`config.mk`:
```
export PLATFORM = sky130hd
export DESIGN_NAME = mem_port_arbiter_flat
export DESIGN_NICKNAME = d
export VERILOG_FILES = /design/src/rtl/mem_port_arbiter_if.sv /design/src/rtl/mem_port_arbiter.sv /design/src/flat_wrapper.sv
export SDC_FILE = /design/constraint.sdc
export NUM_CORES = 1
export LEC_CHECK = 0
export CAP_MARGIN = 10
export CORE_MARGIN = 1
export CORE_UTILIZATION = 26
export CTS_CLUSTER_DIAMETER = 40
export DETAILED_ROUTE_END_ITERATION = 10
export GPL_TIMING_DRIVEN = 0
export PLACE_DENSITY_LB_ADDON = 0.1
export SLEW_MARGIN = 40
export SYNTH_ARGS = -nofsm -noshare
export SYNTH_HDL_FRONTEND = slang
export SYNTH_SLANG_ARGS = --single-unit
```
`constraint.sdc`:
```
create_clock -name clk -period 2.24 [get_ports clk]
set_clock_uncertainty 0.15 [all_clocks]
set_input_delay 0.672 -clock clk [delete_from_list [all_inputs] [get_ports clk]]
set_output_delay 0.672 -clock clk [all_outputs]
set_load 0.03 [all_outputs]
```
`src/rtl/mem_port_arbiter_if.sv`:
```
// ---------------------------------------------------------------------------
// mem_port_arbiter_if
// Bundles the instruction-fetch port, the data (MEM-stage) port and the
// unified single-port memory bus seen by mem_port_arbiter.
//   slave  : view taken by the arbiter (requests in, stalls/results/bus out)
//   master : view taken by the pipeline/memory model driving the arbiter
// Signals:
//   inst_ren, inst_addr      fetch request and address
//   inst_data, inst_stall    registered fetched word, fetch-incomplete flag
//   mem_ren, mem_wen         data read / write request
//   mem_addr, mem_dout       data address and store data
//   mem_din, mem_stall       registered load data, access-incomplete flag
//   bus_req, bus_we          registered memory request and write strobe
//   bus_addr, bus_wdata      registered memory address and write data
//   bus_ack, bus_rdata       memory completion and same-cycle read data
//   bus_err                  sticky timeout flag
// ---------------------------------------------------------------------------
interface mem_port_arbiter_if;
    logic        inst_ren;
    logic [31:0] inst_addr;
    logic [31:0] inst_data;
    logic        inst_stall;
    logic        mem_ren;
    logic        mem_wen;
    logic [31:0] mem_addr;
    logic [31:0] mem_dout;
    logic [31:0] mem_din;
    logic        mem_stall;
    logic        bus_req;
    logic        bus_we;
    logic [31:0] bus_addr;
    logic [31:0] bus_wdata;
    logic        bus_ack;
    logic [31:0] bus_rdata;
    logic        bus_err;

    modport slave (
        input  inst_ren, inst_addr, mem_ren, mem_wen, mem_addr, mem_dout,
        input  bus_ack, bus_rdata,
        output inst_data, inst_stall, mem_din, mem_stall,
        output bus_req, bus_we, bus_addr, bus_wdata, bus_err
    );

    modport master (
        output inst_ren, inst_addr, mem_ren, mem_wen, mem_addr, mem_dout,
        output bus_ack, bus_rdata,
        input  inst_data, inst_stall, mem_din, mem_stall,
        input  bus_req, bus_we, bus_addr, bus_wdata, bus_err
    );
endinterface

```
`src/rtl/mem_port_arbiter.sv`:
```
// ---------------------------------------------------------------------------
// mem_port_arbiter
// Shares one single-port memory bus between the instruction-fetch port and
// the MEM-stage data port of a pipelined core. Data accesses win over
// fetches; each port is served at most once per pipeline step, and a step
// ends on the first cycle in which neither port stalls. A bus transaction
// that sees no bus_ack for TIMEOUT+1 cycles is aborted, a read returns zero
// and the sticky bus_err flag is raised.
// Ports:
//   clk    rising-edge clock
//   rst_n  asynchronous active-low reset
//   port   mem_port_arbiter_if.slave (fetch port, data port, memory bus)
// Parameter:
//   TIMEOUT  bus cycles without bus_ack before an abort
// ---------------------------------------------------------------------------
module mem_port_arbiter #(
    parameter logic [7:0] TIMEOUT = 8'd255
) (
    input logic              clk,
    input logic              rst_n,
    mem_port_arbiter_if.slave port
);

    typedef enum logic [1:0] {
        ST_IDLE = 2'd0,
        ST_DATA = 2'd1,
        ST_INST = 2'd2
    } state_t;

    state_t      state_q,     state_d;
    logic        bus_req_q,   bus_req_d;
    logic        bus_we_q,    bus_we_d;
    logic [31:0] bus_addr_q,  bus_addr_d;
    logic [31:0] bus_wdata_q, bus_wdata_d;
    logic [31:0] inst_data_q, inst_data_d;
    logic [31:0] mem_din_q,   mem_din_d;
    logic        inst_done_q, inst_done_d;
    logic        mem_done_q,  mem_done_d;
    logic [7:0]  cnt_q,       cnt_d;
    logic        bus_err_q,   bus_err_d;

    logic data_pend;
    logic inst_pend;
    logic advance;

    assign data_pend = (port.mem_ren | port.mem_wen) & ~mem_done_q;
    assign inst_pend = port.inst_ren & ~inst_done_q;
    assign advance   = ~data_pend & ~inst_pend;

    assign port.inst_stall = inst_pend;
    assign port.mem_stall  = data_pend;
    assign port.bus_req    = bus_req_q;
    assign port.bus_we     = bus_we_q;
    assign port.bus_addr   = bus_addr_q;
    assign port.bus_wdata  = bus_wdata_q;
    assign port.inst_data  = inst_data_q;
    assign port.mem_din    = mem_din_q;
    assign port.bus_err    = bus_err_q;

    always_comb begin
        state_d     = state_q;
        bus_req_d   = bus_req_q;
        bus_we_d    = bus_we_q;
        bus_addr_d  = bus_addr_q;
        bus_wdata_d = bus_wdata_q;
        inst_data_d = inst_data_q;
        mem_din_d   = mem_din_q;
        inst_done_d = inst_done_q;
        mem_done_d  = mem_done_q;
        cnt_d       = cnt_q;
        bus_err_d   = bus_err_q;

        // Pipeline step boundary: both ports become eligible again.
        if (advance) begin
            inst_done_d = 1'b0;
            mem_done_d  = 1'b0;
        end

        unique case (state_q)
            ST_IDLE: begin
                if (data_pend) begin
                    // A simultaneous read+write request is issued as a write.
                    state_d     = ST_DATA;
                    bus_req_d   = 1'b1;
                    bus_we_d    = port.mem_wen;
                    bus_addr_d  = port.mem_addr;
                    bus_wdata_d = port.mem_dout;
                    cnt_d       = 8'd0;
                end else if (inst_pend) begin
                    state_d    = ST_INST;
                    bus_req_d  = 1'b1;
                    bus_we_d   = 1'b0;
                    bus_addr_d = port.inst_addr;
                    cnt_d      = 8'd0;
                end else begin
                    bus_req_d = 1'b0;
                end
            end

            ST_DATA, ST_INST: begin
                if (port.bus_ack || (cnt_q == TIMEOUT)) begin
                    state_d   = ST_IDLE;
                    bus_req_d = 1'b0;
                    bus_we_d  = 1'b0;
                    if (!port.bus_ack) begin
                        bus_err_d = 1'b1;
                    end
                    // A timed-out read returns zero instead of bus data.
                    if (state_q == ST_DATA) begin
                        if (!bus_we_q) begin
                            mem_din_d = port.bus_ack ? port.bus_rdata : 32'h0;
                        end
                        // If the requester already dropped its request the
                        // step has ended; do not carry the flag into the next.
                        if (!advance) begin
                            mem_done_d = 1'b1;
                        end
                    end else begin
                        inst_data_d = port.bus_ack ? port.bus_rdata : 32'h0;
                        if (!advance) begin
                            inst_done_d = 1'b1;
                        end
                    end
                end else begin
                    cnt_d = cnt_q + 8'd1;
                end
            end

            default: begin
                state_d   = ST_IDLE;
                bus_req_d = 1'b0;
                bus_we_d  = 1'b0;
            end
        endcase
    end

    always_ff @(posedge clk or negedge rst_n) begin
        if (!rst_n) begin
            state_q     <= ST_IDLE;
            bus_req_q   <= 1'b0;
            bus_we_q    <= 1'b0;
            bus_addr_q  <= 32'h0;
            bus_wdata_q <= 32'h0;
            inst_data_q <= 32'h0;
            mem_din_q   <= 32'h0;
            inst_done_q <= 1'b0;
            mem_done_q  <= 1'b0;
            cnt_q       <= 8'd0;
            bus_err_q   <= 1'b0;
        end else begin
            state_q     <= state_d;
            bus_req_q   <= bus_req_d;
            bus_we_q    <= bus_we_d;
            bus_addr_q  <= bus_addr_d;
            bus_wdata_q <= bus_wdata_d;
            inst_data_q <= inst_data_d;
            mem_din_q   <= mem_din_d;
            inst_done_q <= inst_done_d;
            mem_done_q  <= mem_done_d;
            cnt_q       <= cnt_d;
            bus_err_q   <= bus_err_d;
        end
    end

endmodule

```
`src/flat_wrapper.sv`:
```
// flat-port wrapper written by rule: the top's interface ports become plain ports
module mem_port_arbiter_flat 
#(
    parameter logic [7:0] TIMEOUT = 8'd255
)
  (clk, rst_n, port_inst_ren, port_inst_addr, port_mem_ren, port_mem_wen, port_mem_addr, port_mem_dout, port_bus_ack, port_bus_rdata, port_inst_data, port_inst_stall, port_mem_din, port_mem_stall, port_bus_req, port_bus_we, port_bus_addr, port_bus_wdata, port_bus_err);
  mem_port_arbiter_if port_i ();
  input logic clk;
  input logic rst_n;
  input wire logic [$bits(port_i.inst_ren)-1:0] port_inst_ren;
  input wire logic [$bits(port_i.inst_addr)-1:0] port_inst_addr;
  input wire logic [$bits(port_i.mem_ren)-1:0] port_mem_ren;
  input wire logic [$bits(port_i.mem_wen)-1:0] port_mem_wen;
  input wire logic [$bits(port_i.mem_addr)-1:0] port_mem_addr;
  input wire logic [$bits(port_i.mem_dout)-1:0] port_mem_dout;
  input wire logic [$bits(port_i.bus_ack)-1:0] port_bus_ack;
  input wire logic [$bits(port_i.bus_rdata)-1:0] port_bus_rdata;
  output wire logic [$bits(port_i.inst_data)-1:0] port_inst_data;
  output wire logic [$bits(port_i.inst_stall)-1:0] port_inst_stall;
  output wire logic [$bits(port_i.mem_din)-1:0] port_mem_din;
  output wire logic [$bits(port_i.mem_stall)-1:0] port_mem_stall;
  output wire logic [$bits(port_i.bus_req)-1:0] port_bus_req;
  output wire logic [$bits(port_i.bus_we)-1:0] port_bus_we;
  output wire logic [$bits(port_i.bus_addr)-1:0] port_bus_addr;
  output wire logic [$bits(port_i.bus_wdata)-1:0] port_bus_wdata;
  output wire logic [$bits(port_i.bus_err)-1:0] port_bus_err;
  assign port_i.inst_ren = port_inst_ren;
  assign port_i.inst_addr = port_inst_addr;
  assign port_i.mem_ren = port_mem_ren;
  assign port_i.mem_wen = port_mem_wen;
  assign port_i.mem_addr = port_mem_addr;
  assign port_i.mem_dout = port_mem_dout;
  assign port_i.bus_ack = port_bus_ack;
  assign port_i.bus_rdata = port_bus_rdata;
  assign port_inst_data = port_i.inst_data;
  assign port_inst_stall = port_i.inst_stall;
  assign port_mem_din = port_i.mem_din;
  assign port_mem_stall = port_i.mem_stall;
  assign port_bus_req = port_i.bus_req;
  assign port_bus_we = port_i.bus_we;
  assign port_bus_addr = port_i.bus_addr;
  assign port_bus_wdata = port_i.bus_wdata;
  assign port_bus_err = port_i.bus_err;
  mem_port_arbiter #(.TIMEOUT(TIMEOUT)) u_core (.clk(clk), .rst_n(rst_n), .port(port_i));
endmodule
```
; ---- After elaboration in Yosys (flattened, before gate mapping)
; Index checks and enable logic that the tools add are counted.
[op_classes]
n_addsub = 1
eq_ne = 6
mux = 28
bitwise = 11
n_reduce_logical = 12
[ops]
columns = cell, count
row1 = $mux W32, 3
row2 = $mux W8, 3
row3 = $pmux W8 S2, 1
row4 = $mux W1, 15
row5 = $reduce_and A3 Y1, 3
row6 = $add A8 B1 Y8 const B, 1
row7 = $eq A8 B8 Y1 const B, 1
row8 = $not A1 Y1, 7
row9 = $mux W2, 3
row10 = $reduce_and A2 Y1, 3
row11 = $pmux W1 S2, 2
row12 = $pmux W2 S2, 1
row13 = $reduce_and A4 Y1, 1
row14 = $reduce_bool A2 Y1, 2
row15 = $and A1 B1 Y1, 3
row16 = $ne A3 B1 Y1 const B, 1
row17 = $eq A2 B1 Y1 const B, 1
row18 = $eq A2 B2 Y1 const B, 1
row19 = $logic_not A2 Y1, 1
row20 = $ne A2 B1 Y1 const B, 1
row21 = $ne A2 B2 Y1 const B, 1
row22 = $reduce_or A2 Y1, 1
row23 = $logic_or A1 B1 Y1, 1
row24 = $or A1 B1 Y1, 1
[word_totals]
regBits = 143
inputBits = 134
out_inout_bits = 133
wordCells = 69

; ---- Depth between registers and ports, before layout
[logic_depth]
word_depth = 9
mapped_depth = 8
depth_no_buf = 6

; ---- Worst setup path before layout
; OpenSTA, ideal clock, no wires.
[synth_timing]
path_type = input -> register
from = input port port_mem_wen
to = register u_core.bus_wdata_q[10] (netlist: u_core.port.bus_wdata[10])
t_arrival_ns = 1.772
setup_slack_ns = 0.190
path_stages = 6
path_buffers = 2
cell_sequence = o21bai_1 > buf_2 > inv_2 > nand2_2 > buf_2 > mux2_1
[synth_via]
elab_chain_cells = 3
[synth_rtl]
columns = item, line_no
row1 = "start, declared", flat_wrapper.sv:13  ; input wire logic [$bits(port_i.mem_wen)-1:0] port_mem_wen;
row2 = $or A1 B1 Y1, mem_port_arbiter.sv:46  ; assign data_pend = (port.mem_ren | port.mem_wen) & ~mem_done_q;
row3 = $and A1 B1 Y1, mem_port_arbiter.sv:46
row4 = named net port_mem_stall, flat_wrapper.sv:21  ; output wire logic [$bits(port_i.mem_stall)-1:0] port_mem_stall;
row5 = $reduce_and A2 Y1 (no source line), -
row6 = "end signal, assigned", mem_port_arbiter.sv:155  ; bus_wdata_q <= bus_wdata_d;
row7 = "end, declared", mem_port_arbiter.sv:34  ; logic [31:0] bus_wdata_q, bus_wdata_d;
; The timed path passes the listed nets, and every way through them passes these cells.
; A chain may end at the register's enable or synchronous reset.

; ---- Worst setup path in the final report
[layout_timing]
from = input port port_mem_wen
to = output port port_mem_stall
[layout_via]
elab_chain_cells = 2
[layout_rtl]
columns = item, line_no
row1 = $or A1 B1 Y1, mem_port_arbiter.sv:46
row2 = $and A1 B1 Y1, mem_port_arbiter.sv:46
row3 = "end, declared", flat_wrapper.sv:21
; Every way passes these cells.

==> reports/qor.csv <==
stage,metric,value,unit
timing,worst slew pin tran,0.534,ns
clock_network,clk root buf,clkbuf_16,
clock_network,clock transition at the registers of the reported paths,0.06,ns
drt,number of vias per cell,4.55,
floorplan,DIE AREA,0.0229,sq mm
grt,initial antenna violation count,2,
grt,vias in the first global route,4973,
logic_synthesis,register area share after synthesis,0.617,
power,pwr dens,1510,mW/mm^2
worst_setup_path,Worst setup SP type,input pin,
worst_setup_path,critical path endpoint category,primary output,
final_layout,Area Overhead vs Synth,61.1,%
clock_network,H-tree depth,4,
timing,final hold vios,0,
final_layout,share of cells above drive strength 1,0.100,
grt,Congestion Overflow GR,0,
final_layout,nets,875,
logic_synthesis,synthesized area,0.00580,sq mm
logic_synthesis,cell taking the most area after synthesis,dfrtp_1,
logic_synthesis,ys async rst share,1.00,
final_layout,most frequent cells in the layout,"dfrtp_1, dlygate4sd2_1, clkdlybuf4s50_1, a22o_1, nand2_1",
logic_synthesis,total number of yosys warnings,0,
timing,RSZ-0062 raised after global routing,false,
drt,1st-pass router iterations,4,
grt,Total GRT Usage,0.148,
worst_setup_path,critical path class,input pin to primary output,
drt,wire length per cell,16.1,microns
timing,Slew Limit Fails,0,
clock_network,clk sinks,143,
drt,Residual DRC,0,
logic_synthesis,Syn Nets,586,
timing,# setup viols final,0,
logic_synthesis,number of synthesized flops with an enable pin,0,
power,Leak,4.44,nW
final_layout,"Design Area, Final",0.00934,sq mm
drt,Routed WL,16600,microns
clock_network,CTS tree,done,
timing,Tmin final,2.19,ns
placed_design,DP Wirelength,12300,microns
floorplan,core area,0.0218,sq mm
worst_setup_path,largest fanout on the critical path,5,
clock_network,CTS Buf Count,17,
logic_synthesis,library cells used by synthesis,42,
worst_setup_path,Worst EP required,1.42,ns
worst_setup_path,crit path DAT,1.37,ns
floorplan,Die H,151,microns
timing,Slew headroom,0.644,
drt,via count,4687,
drt,DRT antenna net count,0,
grt,first-pass GRT wire length,25800,microns
logic_synthesis,Syn Area/Cell,12.9,sq um
drt,Detailed Route Iter0 Violations,127,
placed_design,IO buf count,266,
final_layout,Finished Layout Cells,1031,
status,outcome,completed,
timing,Final period util,0.977,
clock_network,worst skew pair latency,0.41,ns
floorplan,site row count,54,
logic_synthesis,Synth Register Bits,143,
power,maximum VDD drop,0.000505,V
final_layout,"most common cell after layout, fill and taps aside",dfrtp_1,
logic_synthesis,Post-Synthesis Cells,448,
floorplan,Die X,151,microns
floorplan,top-level port count,267,
clock_network,clk buf depth,2,
placed_design,DP Area,0.00887,sq mm
job,max-cap violations,0,
logic_synthesis,top cell type's share of synthesized area,0.617,
grt,largest net degree at the start of global routing,51,
placed_design,GPL Wtd Cong,0.757,
min_path,HP Class,flip-flop to flip-flop,
logic_synthesis,"Primary FF master, synth",dfrtp_1,
timing,Peak Freq,457,MHz
floorplan,starting density of the core,0.266,
logic_synthesis,top post-synthesis cells by area,"dfrtp_1, a22o_1, mux2i_1, mux2_1, nand2_1",
placed_design,placed insts,996,
==> flip-flops by register name, summed over array words and instances (netlist names) <==
signal                 flops
u_core.port.mem_din       32
u_core.inst_done_q         1
u_core.port.inst_data     32
u_core.port.bus_we         1
u_core.state_q             2
u_core.cnt_q               8
u_core.port.bus_err        1
u_core.port.bus_req        1
u_core.port.bus_addr      32
u_core.mem_done_q          1
u_core.port.bus_wdata     32
==> path summary, 6_finish.rpt <==
path                                                 start                                    end  slack [ns]  cells after the start
setup / recovery                              port_mem_wen                         port_mem_stall        0.05                      5
hold / removal             u_core.port.bus_err$_DFFE_PN0P_        u_core.port.bus_err$_DFFE_PN0P_        0.31                      2
setup reg to reg               u_core.cnt_q[0]$_DFFE_PN0P_    u_core.port.mem_din[23]$_DFFE_PN0P_        0.19                      6
hold reg to reg            u_core.port.bus_err$_DFFE_PN0P_        u_core.port.bus_err$_DFFE_PN0P_        0.31                      2
max in group asynchronous                            rst_n    u_core.port.bus_addr[0]$_DFFE_PN0P_        0.48                      4
min in group asynchronous                            rst_n  u_core.port.inst_data[24]$_DFFE_PN0P_        0.59                      2
==> kinds of logic after synthesis <==
group                    after synthesis  share of synthesized area
flip-flops                           143                      0.617
AO/OA/AOI/OAI                        125                      0.162
multiplexers                          66                      0.121
AND/OR/NAND/NOR                       69                     0.0563
buffers and inverters                 41                     0.0348
adder cells (fa/ha/maj)                4                    0.00863
==> through the flow <==
step	setup WS, ns	setup TNS (ns)	hold slack [ns]	total power, mW	utilization
3_5_place_dp	-0.853	-45.72	0.310	12.1	0.406
2_1_floorplan	0.190	0	0.226	8.79	-
3_3_place_gp	-5.50	-828.21	0.314	12.0	0.404
5_1_grt	0.0144	0	0.351	14.9	0.428
6_report	0.0519	0	0.312	14.1	0.428
4_1_cts	0.00660	0	0.320	14.3	0.427
==> synth_stat cells, types with 2 or more instances <==
cell and number:
a22o_1 65, nand4_1 2, nand2b_1 4, ha_1 4, mux2i_1 34, o31ai_1 2
a21oi_1 5, o21ai_1 19, inv_1 8, buf_4 6, mux2_1 29, clkbuf_1 10
nand3_1 6, nand2_1 42, buf_2 14, dfrtp_1 143, mux2_2 3, nor2_1 4
o21ai_0 16, a31oi_1 9, and2_1 2
==> layer usage <==
layer	vias up	track usage	share of wire
met5	-	0	0.00060
met4	2	0.0415	0.0088
met3	12	0.0572	0.083
met2	171	0.244	0.49
met1	2280	0.178	0.42
li1	2222	-	-
==> final cells by class <==
| class | count | area (sq um) |
|---|---|---|
| multi-input cells | 264 | 2020 |
| clock inverters | 13 | 151 |
| fillers | 2087 | 12500 |
| diodes | 1 | 2.50 |
| well taps | 280 | 350 |
| inverters | 9 | 36.3 |
| plain buffers | 32 | 175 |
| repair buffers | 270 | 2570 |
| flip-flops and latches | 143 | 3580 |
| clock buffers | 19 | 443 |
==> repair_timing <==
item | in CTS | in global routing
hold buffers | 1 | 0
setup endpoints to repair | 162 | 30
gates resized for setup | 152 | 7
setup buffers | 1 | 0
endpoints found under the hold margin | 6 | 0
==> worst max-delay path, cell delays in order <==
cell           delay (ns)
dlygate4sd2_1        0.24
o21bai_1             0.13
buf_4                0.14
inv_4                0.05
buf_6                0.13
==> power by group <==
group / switching, mW / internal [mW] / total (mW)
Clock: 1.16 / 1.70 / 2.86
Combinational: 4.24 / 2.55 / 6.79
Sequential: 0.629 / 3.78 / 4.40
Total: 6.03 / 8.02 / 14.1
(Power assumes the default switching activity.)
